## config.mk

```make
export PLATFORM = sky130hd
export DESIGN_NAME = instruction_encoder
export DESIGN_NICKNAME = d
export VERILOG_FILES = /design/src/rtl/instruction_encoder.sv
export SDC_FILE = /design/constraint.sdc
export NUM_CORES = 1
export LEC_CHECK = 0
export CAP_MARGIN = 20
export CORE_ASPECT_RATIO = 1.25
export CORE_MARGIN = 2
export CORE_UTILIZATION = 53
export DETAILED_ROUTE_END_ITERATION = 8
export PLACE_DENSITY_LB_ADDON = 0.12
export RECOVER_POWER = 25
export SLEW_MARGIN = 20
export SYNTH_ARGS = -nofsm -noshare
export SYNTH_HDL_FRONTEND = slang
export SYNTH_SLANG_ARGS = --single-unit
```

## constraint.sdc

```tcl
create_clock -name clk -period 4.5 [get_ports clk]
set_clock_uncertainty 0.1 [all_clocks]
set_input_delay 0.9 -clock clk [delete_from_list [all_inputs] [get_ports clk]]
set_output_delay 0.9 -clock clk [all_outputs]
set_load 0.02 [all_outputs]
```

## src/rtl/instruction_encoder.sv

```systemverilog
// Packs instruction field bundles into 32-bit ISA words and streams them to
// instruction memory at sequential word addresses. Define CHECKSUM_EN to add a
// running XOR checksum output over all completed writes.
module instruction_encoder #(
    parameter logic [31:0] BASE_ADDR = 32'h0000_0000,
    parameter int          DEPTH     = 256,
    localparam int         CW        = $clog2(DEPTH + 1)
) (
    input  logic          clk,
    input  logic          rst,
    input  logic          start,
    input  logic          in_valid,
    output logic          in_ready,
    input  logic          in_stop,
    input  logic [1:0]    in_type,
    input  logic [4:0]    in_opcode,
    input  logic [4:0]    in_rs1,
    input  logic [4:0]    in_rd,
    input  logic [4:0]    in_rs2,
    input  logic [4:0]    in_sa,
    input  logic [13:0]   in_imm,
    input  logic [23:0]   in_simm,
    output logic          mem_we,
    output logic [31:0]   mem_addr,
    output logic [31:0]   mem_wdata,
    input  logic          mem_ready,
    output logic [CW-1:0] words_written,
    output logic          done,
    output logic          err_illegal,
    output logic          err_full,
`ifdef CHECKSUM_EN
    output logic [31:0]   checksum,
`endif
    output logic [1:0]    dbg_state
);

    typedef enum logic [1:0] {
        S_IDLE  = 2'd0,
        S_RUN   = 2'd1,
        S_DRAIN = 2'd2,
        S_DONE  = 2'd3
    } state_t;

    localparam logic [1:0] T_R = 2'b00;
    localparam logic [1:0] T_J = 2'b01;
    localparam logic [1:0] T_I = 2'b10;
    localparam logic [1:0] T_S = 2'b11;

    state_t        state_q, state_d;
    logic          mem_we_q, mem_we_d;
    logic [31:0]   mem_addr_q, mem_addr_d;
    logic [31:0]   mem_wdata_q, mem_wdata_d;
    logic [31:0]   addr_q, addr_d;
    logic [CW-1:0] words_written_q, words_written_d;
    logic          done_q, done_d;
    logic          err_illegal_q, err_illegal_d;
    logic          err_full_q, err_full_d;
`ifdef CHECKSUM_EN
    logic [31:0]   csum_q, csum_d;
`endif

    logic          full;
    logic          last_slot;
    logic          wr_done;
    logic          accept;
    logic          word_legal;
    logic [31:0]   enc_word;

    function automatic logic opcode_legal(input logic [1:0] ty, input logic [4:0] op);
        logic ok;
        ok = 1'b0;
        case (ty)
            T_R:     ok = (op <= 5'd3);
            T_J:     ok = (op <= 5'd1);
            T_I:     ok = (op <= 5'd4);
            T_S:     ok = (op <= 5'd3);
            default: ok = 1'b0;
        endcase
        return ok;
    endfunction

    // Fields a type does not use are left zero rather than passed through.
    function automatic logic [31:0] encode_word(
        input logic        stop,
        input logic [1:0]  ty,
        input logic [4:0]  op,
        input logic [4:0]  rs1,
        input logic [4:0]  rd,
        input logic [4:0]  rs2,
        input logic [4:0]  sa,
        input logic [13:0] imm,
        input logic [23:0] simm
    );
        logic [31:0] w;
        w        = '0;
        w[31]    = stop;
        w[30:29] = ty;
        w[4:0]   = op;
        case (ty)
            T_R: begin
                w[9:5]   = rs1;
                w[14:10] = rd;
                w[19:15] = rs2;
            end
            T_J: begin
                w[28:5] = simm;
            end
            T_I: begin
                w[9:5]   = rs1;
                w[14:10] = rd;
                w[28:15] = imm;
            end
            default: begin
                w[9:5]   = rs1;
                w[14:10] = rd;
                w[19:15] = rs2;
                w[24:20] = sa;
            end
        endcase
        return w;
    endfunction

    // Handshakes: a bundle moves when in_valid && in_ready in the same cycle;
    // a write completes when mem_we && mem_ready, and mem_* hold until then.
    always_comb begin
        full       = (int'(words_written_q) + int'(mem_we_q)) == DEPTH;
        last_slot  = (int'(words_written_q) + 1) == DEPTH;
        wr_done    = mem_we_q && mem_ready;
        in_ready   = (state_q == S_RUN) && !full && (!mem_we_q || mem_ready);
        accept     = in_valid && in_ready;
        word_legal = opcode_legal(in_type, in_opcode);
        enc_word   = encode_word(in_stop, in_type, in_opcode, in_rs1, in_rd,
                                 in_rs2, in_sa, in_imm, in_simm);
    end

    always_comb begin
        state_d         = state_q;
        mem_we_d        = mem_we_q;
        mem_addr_d      = mem_addr_q;
        mem_wdata_d     = mem_wdata_q;
        addr_d          = addr_q;
        words_written_d = words_written_q;
        done_d          = done_q;
        err_illegal_d   = err_illegal_q;
        err_full_d      = err_full_q;
`ifdef CHECKSUM_EN
        csum_d          = csum_q;
`endif

        if (wr_done) begin
            mem_we_d        = 1'b0;
            words_written_d = words_written_q + CW'(1);
`ifdef CHECKSUM_EN
            csum_d          = csum_q ^ mem_wdata_q;
`endif
        end

        // addr_q is the slot the next legal word lands in, so a completion and
        // a new accept in the same cycle still get distinct addresses.
        if (accept) begin
            if (word_legal) begin
                mem_we_d    = 1'b1;
                mem_addr_d  = addr_q;
                mem_wdata_d = enc_word;
                addr_d      = addr_q + 32'd4;
            end else begin
                err_illegal_d = 1'b1;
            end
        end

        case (state_q)
            S_IDLE, S_DONE: begin
                if (start) begin
                    state_d         = S_RUN;
                    words_written_d = '0;
                    done_d          = 1'b0;
                    err_illegal_d   = 1'b0;
                    err_full_d      = 1'b0;
                    addr_d          = BASE_ADDR;
`ifdef CHECKSUM_EN
                    csum_d          = '0;
`endif
                end
            end
            S_RUN: begin
                if (accept && word_legal && in_stop) begin
                    state_d = S_DRAIN;
                end else if (wr_done && last_slot) begin
                    state_d    = S_DONE;
                    done_d     = 1'b1;
                    err_full_d = 1'b1;
                end
            end
            S_DRAIN: begin
                if (wr_done) begin
                    state_d = S_DONE;
                    done_d  = 1'b1;
                end
            end
            default: state_d = S_IDLE;
        endcase
    end

    always_ff @(posedge clk or negedge rst) begin
        if (!rst) begin
            state_q         <= S_IDLE;
            mem_we_q        <= 1'b0;
            mem_addr_q      <= '0;
            mem_wdata_q     <= '0;
            addr_q          <= BASE_ADDR;
            words_written_q <= '0;
            done_q          <= 1'b0;
            err_illegal_q   <= 1'b0;
            err_full_q      <= 1'b0;
`ifdef CHECKSUM_EN
            csum_q          <= '0;
`endif
        end else begin
            state_q         <= state_d;
            mem_we_q        <= mem_we_d;
            mem_addr_q      <= mem_addr_d;
            mem_wdata_q     <= mem_wdata_d;
            addr_q          <= addr_d;
            words_written_q <= words_written_d;
            done_q          <= done_d;
            err_illegal_q   <= err_illegal_d;
            err_full_q      <= err_full_d;
`ifdef CHECKSUM_EN
            csum_q          <= csum_d;
`endif
        end
    end

    assign mem_we        = mem_we_q;
    assign mem_addr      = mem_addr_q;
    assign mem_wdata     = mem_wdata_q;
    assign words_written = words_written_q;
    assign done          = done_q;
    assign err_illegal   = err_illegal_q;
    assign err_full      = err_full_q;
    assign dbg_state     = state_q;
`ifdef CHECKSUM_EN
    assign checksum      = csum_q;
`endif

endmodule

```

==> load_flow_metrics.sql <==
INSERT INTO impl_metrics (metric_group, metric, value, unit) VALUES
('run_status', 'status', 'finished with violations', ''),
('run_status', 'failed_checks', 'capacitance limit, slew limit', ''),
('timing', 'drv_slew', '46', ''),
('routing', 'drt-initial-drc-count', '293', ''),
('final_layout', 'antenna_cells_inserted', '0', ''),
('critical_path', 'timing.rr.start', 'words_written[0]', ''),
('synthesis', 'yosys.cell_count.top_type', 'sky130_fd_sc_hd__dfrtp_1', ''),
('routing', 'routed_len_inst', '17.9', 'um'),
('cts', 'clkSlewWorstSetupHoldPaths', '0.07', 'ns'),
('critical_path', 'reg2regPathDepth', '10', ''),
('hold_path', 'worst_hold_path_ep', 'mem_wdata[2]', ''),
('place', 'place_congestion', '0.920', ''),
('place', 'io_buffer_count', '148', ''),
('cts', 'clock-root-buffer', 'sky130_fd_sc_hd__clkbuf_16', ''),
('power', 'cellInternalPower', '1.41', 'mW'),
('grt', 'gr-usage-all-layers', '26.7', '%'),
('cts', 'ctsLongestPathBuffers', '2', ''),
('job', 'max_cap_viol_count', '1', ''),
('routing', 'vias_per_cell', '6.10', ''),
('synthesis', 'synth.ff_latch_count', '107', ''),
('grt', 'grt.overflow.total', '0', ''),
('timing', 'layout_worst_path_cycle_share', '83.8', '%'),
('routing', 'postRouteWirelength', '14900', 'um'),
('place', 'detailedPlacementHpwl', '10500', 'um'),
('synthesis', 'synth_top_area_share', '47.3', '%'),
('die', 'horiz_die_dim', '96.4', 'um'),
('synthesis', 'synth_top_family_by_area', 'compound AO/OA/AOI/OAI gates', ''),
('final_layout', 'drive_gt1_share', '12.8', '%'),
('cts', 'clk-insertion-delay-late', '0.34', 'ns'),
('hold_path', 'hold_path_class', 'register to register', ''),
('synthesis', 'synth_commonest_cells', '107 x sky130_fd_sc_hd__dfrtp_1, 54 x sky130_fd_sc_hd__o21ai_0, 50 x sky130_fd_sc_hd__nand2_1', ''),
('grt', 'first_global_vias', '5160', ''),
('cts', 'clock_sink_count', '107', ''),
('die', 'floorplan.initialDensity', '53.9', '%'),
('die', 'row_count', '42', ''),
('synthesis', 'synthesis.area_per_instance', '9.86', 'um2'),
('final_layout', 'filler_cell_count', '819', ''),
('power', 'switching_share', '21.7', '%'),
('final_layout', 'flow.area_growth_from_synthesis', '30.9', '%'),
('synthesis', 'mappedNetlistArea', '5660', 'um2'),
('die', 'die_area', '11500', 'um2'),
('routing', 'route.antenna.remaining_nets', '0', ''),
('timing', 'timing.final.hold_violations', '0', ''),
('synthesis', 'warnings_synthesis', '0', ''),
('cts', 'cts-buffers-inserted', '9', ''),
('routing', 'drc_errors', '0', ''),
('synthesis', 'netlist.top_cell.by_area', 'sky130_fd_sc_hd__dfrtp_1', ''),
('final_layout', 'finalNetCount', '780', ''),
('synthesis', 'synth_enable_flop_cells', '0', ''),
('power', 'total_leakage_power', '3.17', 'nW'),
('synthesis', 'synth-async-reset-ratio', '100', '%'),
('place', 'placedCellCount', '819', ''),
('synthesis', 'count_of_different_cell_masters_after_synthesis', '60', ''),
('critical_path', 'reg2reg_slack', '1.24', 'ns'),
('power', 'power.sequential.fraction', '53.6', '%'),
('final_layout', 'fin_cells', '835', ''),
('cts', 'cts_max_level', '3', ''),
('critical_path', 'timing.setup.critical_path_class', 'input pin to register', ''),
('timing', 'final.hold.worst_slack', '0.395', 'ns'),
('timing', 'worstMarginPinSlew', '2.39', 'ns'),
('synthesis', 'post_synth_mux_area_share', '8.33', '%'),
('critical_path', 'timing.critical_path.to_type', 'register', ''),
('die', 'die_height', '120', 'um'),
('critical_path', 'worst_setup_path_start_kind', 'input pin', ''),
('grt', 'grt_antenna_before_repair', '0', ''),
('routing', 'vias', '5092', ''),
('timing', 'setup_violations', '0', ''),
('power', 'fin_total_pwr', '1.79', 'mW'),
('die', 'ios', '151', ''),
('critical_path', 'crit_required', '4.68', 'ns'),
('routing', 'detail_route.first_pass.iterations', '5', '');
## logic make-up after synthesis
group / count (synthesis)
adder cells (fa/ha/maj): 11
flip-flops: 107
AND/OR/NAND/NOR: 186
other: 1
XOR/XNOR: 7
buffers and inverters: 56
multiplexers: 42
AO/OA/AOI/OAI: 164
## state kept, by name, summed over array words and instances (netlist names)
name	cells
err_illegal	1
mem_wdata	32
mem_addr	30
mem_we	1
err_full	1
done	1
dbg_state	2
addr_q	30
words_written	9
## layer usage
metal	wire length (um)	track usage [%]	up-vias
li1	-	-	2356
met1	5970	33.4	2492
met2	7480	43.0	213
met3	1070	7.60	31
met4	396	11.4	0
met5	0	0	-
## how the worst max path moves through the flow
stage                         endpoint        startpoint  slack, ns  cells past startpoint
final                       addr_q[17]        in_type[0]       0.73                     10
after global routing        addr_q[17]        in_type[0]       0.48                     10
after CTS                   addr_q[17]        in_type[0]       0.75                     10
after detailed placement    addr_q[17]        in_type[0]       0.40                     10
after global placement    mem_wdata[2]        in_type[0]       0.52                      9
after floorplan               in_ready  words_written[0]       1.51                      8
## cell type report
cell class | instances | area (um2) | area share [%]
clock buffers | 13 | 240 | 3.24
repair buffers | 157 | 1540 | 20.8
clock inverters | 3 | 15.0 | 0.203
inverters | 11 | 41.3 | 0.557
multi-input cells | 412 | 2730 | 36.8
well taps | 132 | 165 | 2.23
flip-flops and latches | 107 | 2680 | 36.1
## through the flow
step	util, %	setup WS (ns)	instance area (um2)
3_3_place_gp	68.1	0.523	7160
5_1_grt	70.5	0.482	7410
2_1_floorplan	-	1.51	5660
4_1_cts	70.6	0.749	7420
3_5_place_dp	68.1	0.397	7160
6_report	70.5	0.730	7410
## power groups by stage
stage	sequential (mW)	clock (mW)	combinational [mW]
6_report	0.961	0.705	0.128
5_1_grt	0.961	0.751	0.139
4_1_cts	0.961	0.713	0.130
3_5_place_dp	0.980	0	0.130
3_3_place_gp	0.980	0	0.127
2_1_floorplan	0.980	0	0.0382
## worst max-delay path: stages
cell and delay (ns):
sky130_fd_sc_hd__clkdlybuf4s50_1 0.57, sky130_fd_sc_hd__inv_1 0.08, sky130_fd_sc_hd__ha_1 0.46, sky130_fd_sc_hd__or2_2 0.29, sky130_fd_sc_hd__nand2_1 0.08, sky130_fd_sc_hd__a211oi_1 0.35
sky130_fd_sc_hd__nand2_1 0.14, sky130_fd_sc_hd__nor2_2 0.50, sky130_fd_sc_hd__buf_4 0.36, sky130_fd_sc_hd__a31o_2 0.21
## cells in the final DEF, fill, tap and decap left out, drive strengths merged, types with 4 or more instances in the layout
cell           synthesis  layout
o31ai                 11      11
and2                   8       8
or4                    4       4
mux2                  41      41
xor2                   4       4
a22oi                 24      24
nand2b                 7       7
nand4                 11      11
clkbuf                22      15
a31oi                 17      17
nand3                 21      21
ha                    11      11
nor2                  40      40
dfrtp                107     107
a31o                  18      18
o311ai                 6       6
and3                   5       5
nand2                 51      51
nor2b                  9       9
a21oi                 12      12
buf                   23       8
inv                   11      11
nor4                   6       6
nor3                  13      13
o21ai                 56      56
clkdlybuf4s50          0     147
No activity file was read; power rests on OpenSTA's default activity.
